`src/rtl/uart_mem_pkg.sv`:
```
// uart_mem_pkg: shared types and constants for the UART memory sequencer.
// Holds the FSM encoding, opcode values and default reply bytes.
package uart_mem_pkg;

    typedef enum logic [2:0] {
        S_IDLE,
        S_GET_ADDR,
        S_GET_DATA,
        S_MEM_WR,
        S_MEM_RD,
        S_RD_WAIT,
        S_TX_START,
        S_TX_WAIT
    } state_t;

    localparam logic [7:0] OP_WRITE    = 8'h57;
    localparam logic [7:0] OP_READ     = 8'h52;
    localparam logic [7:0] ACK_DEFAULT = 8'h06;
    localparam logic [7:0] NAK_DEFAULT = 8'h15;

    function automatic logic is_known_op(input logic [7:0] b);
        return (b == OP_WRITE) || (b == OP_READ);
    endfunction

endpackage

```
`src/rtl/uart_mem_controller_arbiter.sv`:
```
// mem_port_arbiter: fixed-priority share of the single memory port.
// The controller always wins; external reads are pipelined one deep.
module mem_port_arbiter #(
    parameter int ADDR_W = 8,
    parameter int DATA_W = 8
) (
    input  logic              clk,
    input  logic              rst,
    input  logic              ctrl_req,
    input  logic [ADDR_W-1:0] ctrl_addr,
    input  logic              ext_req,
    input  logic [ADDR_W-1:0] ext_addr,
    input  logic [DATA_W-1:0] mem_rdata,
    output logic [ADDR_W-1:0] mem_addr,
    output logic [DATA_W-1:0] ext_rdata,
    output logic              ext_valid
);

    logic ext_grant;
    logic ctrl_grant;
    logic inflight_q;

    // A new external read is only taken once the previous one has returned.
    assign ctrl_grant = ctrl_req && !rst;
    assign ext_grant  = ext_req && !ctrl_req && !inflight_q && !rst;

    always_ff @(posedge clk) begin
        if (rst) begin
            inflight_q <= 1'b0;
        end else begin
            inflight_q <= ext_grant;
        end
    end

    always_comb begin
        mem_addr = '0;
        unique case (1'b1)
            ctrl_grant: mem_addr = ctrl_addr;
            ext_grant:  mem_addr = ext_addr;
            default:    mem_addr = '0;
        endcase
    end

    assign ext_valid = inflight_q;
    assign ext_rdata = inflight_q ? mem_rdata : '0;

endmodule

```
`src/rtl/uart_mem_controller.sv`:
```
// uart_mem_controller: parses W/R command frames from the UART and
// drives the pattern memory, sharing its port with the pin-side reader.
module uart_mem_controller
    import uart_mem_pkg::*;
#(
    parameter int                ADDR_W         = 8,
    parameter int                DATA_W         = 8,
    parameter int                TIMEOUT_CYCLES = 500000,
    parameter logic [DATA_W-1:0] ACK_BYTE       = DATA_W'(ACK_DEFAULT),
    parameter logic [DATA_W-1:0] NAK_BYTE       = DATA_W'(NAK_DEFAULT)
) (
    input  logic              clk,
    input  logic              rst,
    input  logic [DATA_W-1:0] rx_byte,
    input  logic              received,
    input  logic              recv_error,
    output logic [DATA_W-1:0] tx_byte,
    output logic              transmit,
    input  logic              is_transmitting,
    output logic [ADDR_W-1:0] mem_addr,
    output logic [DATA_W-1:0] mem_wdata,
    output logic              mem_we,
    input  logic [DATA_W-1:0] mem_rdata,
    input  logic              ext_req,
    input  logic [ADDR_W-1:0] ext_addr,
    output logic [DATA_W-1:0] ext_rdata,
    output logic              ext_valid,
    output logic              busy,
    output logic [7:0]        err_count
);

    localparam int TW = (TIMEOUT_CYCLES > 2) ? $clog2(TIMEOUT_CYCLES) : 1;
    localparam logic [TW-1:0] T_LAST = TW'(TIMEOUT_CYCLES - 1);

    state_t            state_q, state_d;
    logic [DATA_W-1:0] op_q, op_d;
    logic [ADDR_W-1:0] addr_q, addr_d;
    logic [DATA_W-1:0] data_q, data_d;
    logic [DATA_W-1:0] tx_q, tx_d;
    logic [TW-1:0]     tcnt_q, tcnt_d;
    logic [7:0]        err_q, err_d;
    logic              in_frame;
    logic              abort;
    logic              ctrl_req;

    assign in_frame = (state_q == S_GET_ADDR) || (state_q == S_GET_DATA);
    // A byte arriving in the same cycle as an error or expiry still counts.
    assign abort = in_frame && !received
                && (recv_error || (tcnt_q == T_LAST));

    always_comb begin
        state_d  = state_q;
        op_d     = op_q;
        addr_d   = addr_q;
        data_d   = data_q;
        tx_d     = tx_q;
        tcnt_d   = '0;
        err_d    = err_q;
        transmit = 1'b0;
        mem_we   = 1'b0;
        ctrl_req = 1'b0;
        unique case (state_q)
            S_IDLE: begin
                if (received) begin
                    op_d = rx_byte;
                    if (is_known_op(8'(rx_byte))) begin
                        state_d = S_GET_ADDR;
                    end else begin
                        tx_d    = NAK_BYTE;
                        state_d = S_TX_START;
                    end
                end
            end
            S_GET_ADDR, S_GET_DATA: begin
                unique case (1'b1)
                    received: begin
                        if (state_q == S_GET_DATA) begin
                            data_d  = rx_byte;
                            state_d = S_MEM_WR;
                        end else begin
                            addr_d  = ADDR_W'(rx_byte);
                            state_d = (op_q == DATA_W'(OP_WRITE))
                                    ? S_GET_DATA : S_MEM_RD;
                        end
                    end
                    abort:   state_d = S_IDLE;
                    default: tcnt_d = tcnt_q + TW'(1);
                endcase
            end
            S_MEM_WR: begin
                ctrl_req = 1'b1;
                mem_we   = 1'b1;
                tx_d     = ACK_BYTE;
                state_d  = S_TX_START;
            end
            S_MEM_RD: begin
                ctrl_req = 1'b1;
                state_d  = S_RD_WAIT;
            end
            S_RD_WAIT: begin
                tx_d    = mem_rdata;
                state_d = S_TX_START;
            end
            S_TX_START: begin
                if (!is_transmitting) begin
                    transmit = 1'b1;
                    state_d  = S_TX_WAIT;
                end
            end
            S_TX_WAIT: begin
                if (is_transmitting) begin
                    state_d = S_IDLE;
                end
            end
            default: state_d = S_IDLE;
        endcase
        if (abort && (err_q != 8'hFF)) begin
            err_d = err_q + 8'd1;
        end
    end

    always_ff @(posedge clk) begin
        if (rst) begin
            state_q <= S_IDLE;
            op_q    <= '0;
            addr_q  <= '0;
            data_q  <= '0;
            tx_q    <= '0;
            tcnt_q  <= '0;
            err_q   <= '0;
        end else begin
            state_q <= state_d;
            op_q    <= op_d;
            addr_q  <= addr_d;
            data_q  <= data_d;
            tx_q    <= tx_d;
            tcnt_q  <= tcnt_d;
            err_q   <= err_d;
        end
    end

    assign tx_byte   = tx_q;
    assign mem_wdata = data_q;
    assign busy      = (state_q != S_IDLE);
    assign err_count = err_q;

    mem_port_arbiter #(
        .ADDR_W (ADDR_W),
        .DATA_W (DATA_W)
    ) u_arb (
        .clk       (clk),
        .rst       (rst),
        .ctrl_req  (ctrl_req),
        .ctrl_addr (addr_q),
        .ext_req   (ext_req),
        .ext_addr  (ext_addr),
        .mem_rdata (mem_rdata),
        .mem_addr  (mem_addr),
        .ext_rdata (ext_rdata),
        .ext_valid (ext_valid)
    );

endmodule

```
`config.mk`:
```
export PLATFORM = sky130hd
export DESIGN_NAME = uart_mem_controller
export DESIGN_NICKNAME = d
export VERILOG_FILES = /design/src/rtl/uart_mem_pkg.sv /design/src/rtl/uart_mem_controller_arbiter.sv /design/src/rtl/uart_mem_controller.sv
export SDC_FILE = /design/constraint.sdc
export NUM_CORES = 1
export LEC_CHECK = 0
export ABC_AREA = 1
export BUFFER_PORTS_ARGS = -buffer_cell sky130_fd_sc_hd__clkbuf_2
export CORE_MARGIN = 2
export CORE_UTILIZATION = 50
export CTS_CLUSTER_SIZE = 24
export DETAILED_ROUTE_END_ITERATION = 12
export GPL_ROUTABILITY_DRIVEN = 0
export GPL_TIMING_DRIVEN = 0
export HOLD_SLACK_MARGIN = 0.15
export PLACE_DENSITY = 0.79
export SYNTH_ARGS = -nofsm -noshare
export SYNTH_HDL_FRONTEND = slang
export SYNTH_SLANG_ARGS = --single-unit
```
`constraint.sdc`:
```
create_clock -name clk -period 1.89 [get_ports clk]
set_input_delay 0 -clock clk [delete_from_list [all_inputs] [get_ports clk]]
set_output_delay 0 -clock clk [all_outputs]
set_load 0.05 [all_outputs]
```
* Yosys cells after proc, flatten, opt, wreduce, memory -nomap -nowiden
Cells that the tools add are included.
** Cells by class
- Eq/ne operators :: 17
- Order comparisons :: 0
- Reductions and logical operators :: 26
- Multipliers :: 0
- Add/subtract/negate cells :: 2
- Muxes and demuxes :: 17
- Div/mod/pow operators :: 0
- Shifts and indexed selects :: 0
- Bitwise gates (word level) :: 2
** Operators with widths (count)
- $eq 8x7->1 const B :: 3
- $mux 8 :: 3
- $pmux 8 s3 :: 1
- $add 19x1->19 const B :: 1
- $eq 19x19->1 const B :: 1
- $mux 3 :: 6
- $pmux 3 s6 :: 1
- $pmux 8 s2 :: 1
- $eq 3x3->1 const B :: 4
- $reduce_and 3->1 :: 3
- $add 8x1->8 const B :: 1
- $ne 2x2->1 const B :: 4
- $ne 8x8->1 const B :: 1
- $logic_and 1x1->1 :: 7
- $eq 3x2->1 const B :: 2
- $pmux 3 s2 :: 1
- $reduce_bool 3->1 :: 2
- $reduce_or 2->1 :: 3
- $logic_not 1->1 :: 4
- $mux 1 :: 4
- $reduce_and 4->1 :: 1
- $reduce_or 4->1 :: 1
- $eq 3x1->1 const B :: 1
- $logic_not 3->1 :: 1
- 4 further kinds :: 7
** Word-level totals
- Bits in writable memories :: 0
- Input port bits :: 30
- Memories kept :: 0
- Memory bits (read-only) :: 0
- Latch bits :: 0
- Output and inout port bits :: 44
- Logic and storage cells :: 72
- Flip-flop bits (word level) :: 63

* Logic depth before layout (Yosys ltp)
- Depth in word-level cells :: 8
- Depth in mapped cells :: 12
- Depth with buffers taken out :: 11

* Hierarchy
Synthesis repeated with hierarchy kept, for this count alone.
** Second synthesis, totals
- Cell total of the unflattened synthesis :: 441
- Area total of the unflattened synthesis :: 3135.5 um2
** By module, submodules not included
- uart_mem_controller :: cells each 393, seq. area each 1241.2 um2, area an instance 2885.3 um2, instances 1
- mem_port_arbiter :: cells each 48, seq. area each 20.0 um2, area an instance 250.2 um2, instances 1

* Worst setup path after synthesis
Ideal clock, no wire load.
- Path kind :: register to output
- Start :: reg state_q[0]
- End :: out mem_addr[0]
- Required time :: 1.890 ns
- Path slack :: -0.406 ns
- Data arrival time :: 2.296 ns
- Stages on the path, launching flop included :: 8
- Path buffers :: 2
- Cells stage by stage :: dfxtp_1 -> buf_4 -> nand2_1 -> nor2_2 -> a21oi_1 -> or2_0 -> buf_2 -> o21ai_1
** Between the ends
- Word-level cells in the longest chain between the ends :: 8
- Elaborated cells between the ends (all ways) :: 10
- Those cells by class :: 2 x eq/ne; 2 x mux; 6 x reduce/logical
** RTL lines
- start, declared :: line uart_mem_controller.sv:35 : state_t state_q, state_d;
- start signal, assigned :: line uart_mem_controller.sv:132 : state_q <= state_d;
- $eq 3x3->1 / $eq 3x2->1 (equally long branches) :: line uart_mem_controller.sv:62 : unique case (state_q)
- $reduce_or 2->1 (no line) *
- $mux 1 * :: line uart_mem_controller.sv:62
- $logic_not 1->1 :: line uart_mem_controller_arbiter.sv:25 : assign ext_grant = ext_req && !ctrl_req && !inflight_q && !rst;
- $logic_and 1x1->1 (3 in series) :: line uart_mem_controller_arbiter.sv:25
- $pmux 8 s2 * :: line uart_mem_controller_arbiter.sv:37 : unique case (1'b1)
- end, declared :: line uart_mem_controller.sv:20 : output logic [ADDR_W-1:0] mem_addr,
Mark *: on every way between the ends. The rest lies on a longest branch, timed or not.

* Final worst setup path
- Start :: reg state_q[0]
- End :: out mem_addr[7]
Same word-level chain as after synthesis.

==> results_dict.tcl <==
set metrics [dict create \
    ir_drop_uv 805 \
    grt_pass1_vias 2807 \
    drv_slew 0 \
    rows 28 \
    ys_seq_elements 63 \
    viasPerCell 5.29 \
    rsz0062_at_grt "true" \
    synth_cell_types 35 \
    h-tree-depth 3 \
    critPathKind "flip-flop to output port" \
    fin_crit_ns 1.94 \
    synthesis.area_sq_um 3020 \
    drt_iter0_drc 251 \
    synth_mux_area_frac 0 \
    layout-drive-gt1-share 0.268 \
    cts_tree "built" \
    clk-insertion-delay-late_ns 0.35 \
    dpl.hpwl_mm 5.10 \
    yosys.area_share.adder 0.00827 \
    cp_slowest_cell "dfxtp_4" \
    grt_antenna_before_repair 0 \
    post-place-cells 569 \
    timing.final.hold_violations 0 \
    min_path_type "input pin to output port" \
    core_area_sq_um 5890 \
    p_total_uw 4930 \
    synth_top_area_share 0.417 \
    synth_area_leaders "dfxtp_1 42%, nand2_1 8.7%, nor2_1 7.1%, a21oi_1 6.5%, inv_1 5.7%" \
    worstHoldStart "ext_addr[6]" \
    p_per_area_nw_per_um2 1180 \
    finalClockSkew_ns 0.0111 \
    ios 74 \
    start_util 0.514 \
    path_cells "buf_8 > nand2_2 > nor2_4 > a21oi_1 > or2_1 > buf_6 > o21ai_2 > buf_8" \
    synth_cells 422 \
    final_common_cell "nand2_1" \
    grt.total_usage 0.243 \
    yosysWarnings 0 \
    yosysTopAreaCell "dfxtp_1" \
    synth-simple-area-share 0.297 \
    routedWlPerCell_microns 13.8 \
    mostFrequentLayoutCells "69 x nand2_1, 65 x clkbuf_2, 60 x dfxtp_1, 56 x nor2_1, 46 x inv_1" \
    clock_path_buffers 2 \
    antenna_cells 0 \
    die_area_sq_um 6690 \
    clock.fmax_mhz 514 \
    crit_buf_inv 3 \
    crit_start "state_q[0]$_SDFFE_PP0P_" \
    grt_max_degree 11 \
    clockRootBuffer "clkbuf_8" \
    die_w_microns 81.8 \
    ys_seq_area_frac 0.417 \
    worst_slew_pin_slew_ns 0.488 \
    max_slew_margin 0.675 \
    cts_sinks 63 \
    first_pass_iters 5 \
    report.final.setup_viol 8 \
    final_cells 616 \
    worst_setup_path_start_kind "flip-flop" \
    avgSynthCellArea_sq_um 7.17 \
    crit_path_frequent_cell "buf_8" \
    synth_compound_area_frac 0.153 \
    synth_nets 454 \
    r2r-start "state_q[2]$_SDFFE_PP0P_" \
    chipHeight_microns 81.8 \
    power.leakage_uw 0.00179 \
    crit_required_ns 1.89 \
    cp_slowest_stage_delay_ns 0.38 \
    arrival_ns 1.94 \
    antenna_left 0 \
    fin_ws_ns -0.0545 \
    area_growth_pct 38.0 \
    io_buffers 72 \
    status "finished, violations left" \
    critical-path-top-delay-family "buffers and inverters" \
    clk_pin_slew_worst_paths_ns 0.08 \
    vias 3258 \
    fin_crit_sh 1.03 \
    wl_mm 8.47 \
    drv_cap 0 \
    cts-buffers-inserted 9 \
    finalNetCount 568 \
    yosys.area_share.xor_xnor 0.0376 \
    overflow 0 \
    violations "setup timing" \
    pre_cts_ws_ns -0.0338 \
    grt_pass1_wl_mm 12.4 \
    crit_path_end_kind "output port" \
    fin_tns_setup_ns -0.169 \
    drc 0 \
    synth_top_family_by_area "simple AND/OR/NAND/NOR gates" \
    path_max_fanout 10 \
]
==> worst register-to-register path, stage by stage, from the launching register on <==
cell and delay, ns:
dfxtp_1 0.31, buf_6 0.14, inv_2 0.14, nand3_2 0.15, a21oi_4 0.40, nand3_2 0.17, nand3_1 0.11, inv_1 0.05
o21ai_1 0.12, nor2_1 0.06
==> cell families after synthesis <==
family / count (synthesis)
adder cells (fa/ha/maj): 2
AND/OR/NAND/NOR: 192
AO/OA/AOI/OAI: 87
XOR/XNOR: 13
buffers and inverters: 65
flip-flops: 63
==> final timing paths <==
check	cells past startpoint	slack [ns]	end
worst max-delay path	8	-0.05	mem_addr[7]
worst max register to register	9	0.14	state_q[0]$_SDFFE_PP0P_
worst min register to register	1	0.46	tcnt_q[0]$_SDFF_PP0_
worst min-delay path	4	0.35	mem_addr[6]
==> metal layers <==
layer | global-route usage | wire length [microns] | part of all wire | up-vias
met4 | 0.110 | 222 | 0.026 | 0
met1 | 0.309 | 3570 | 0.42 | 1509
met5 | 0 | 0 | 0 | -
met3 | 0.0670 | 492 | 0.058 | 18
met2 | 0.385 | 4190 | 0.49 | 123
li1 | - | - | - | 1608
==> where the power goes <==
| group | internal [uW] | switching [uW] |
|---|---|---|
| logic | 678 | 1530 |
| clock network | 539 | 530 |
| registers | 1540 | 121 |
==> stage by stage <==
step	hold WS (ns)	cell area [sq um]	utilization
final	0.354	4170	0.709
after global routing	0.378	4170	0.709
after global placement	0.282	3510	0.597
after CTS	0.353	4010	0.681
after detailed placement	0.290	3510	0.597
after floorplan	0.135	3060	-
==> registers in the layout, indices dropped and copies added, names as in the netlist <==
name / count
tx_byte: 8
addr_q: 8
tcnt_q: 19
state_q: 3
mem_wdata: 8
u_arb.ext_valid: 1
err_count: 8
op_q: 8
==> Yosys cell counts <==
cell type / count
a21oi_1: 39
a21oi_2: 2
a21oi_4: 1
a31o_2: 1
and3_1: 1
buf_2: 5
buf_4: 1
buf_6: 1
clkbuf_1: 7
clkinv_1: 1
dfxtp_1: 63
ha_1: 2
inv_1: 46
inv_2: 4
nand2_1: 70
nand2_2: 2
nand3_1: 18
nand3_2: 3
nand3_4: 1
nand4_1: 19
nand4_4: 1
nor2_1: 57
nor2_2: 2
nor2_4: 2
nor3_1: 10
nor3b_1: 2
o21ai_0: 32
o21ai_1: 10
o21ai_2: 1
o31ai_1: 1
or2_0: 1
or2_2: 1
or3_1: 2
xnor2_1: 4
xor2_1: 9
==> layout make-up <==
class / count / area [sq um]
buffer: 14 / 91.3
clock buffer: 12 / 155
clock inverter: 4 / 20.0
fill: 438 / 1710
inverter: 51 / 195
multi-input combinational: 294 / 1630
sequential: 63 / 1270
tap: 75 / 93.8
timing repair buffer: 102 / 718
timing repair inverter: 1 / 5.00
==> repair_timing <==
item	in CTS	in global routing
resized for setup	26	28
buffers inserted	1	8
hold endpoints to repair	50	0
pin swaps	1	4
setup endpoints to repair	9	22
hold buffers	21	0
gates cloned	0	1
(Power assumes the default switching activity.)
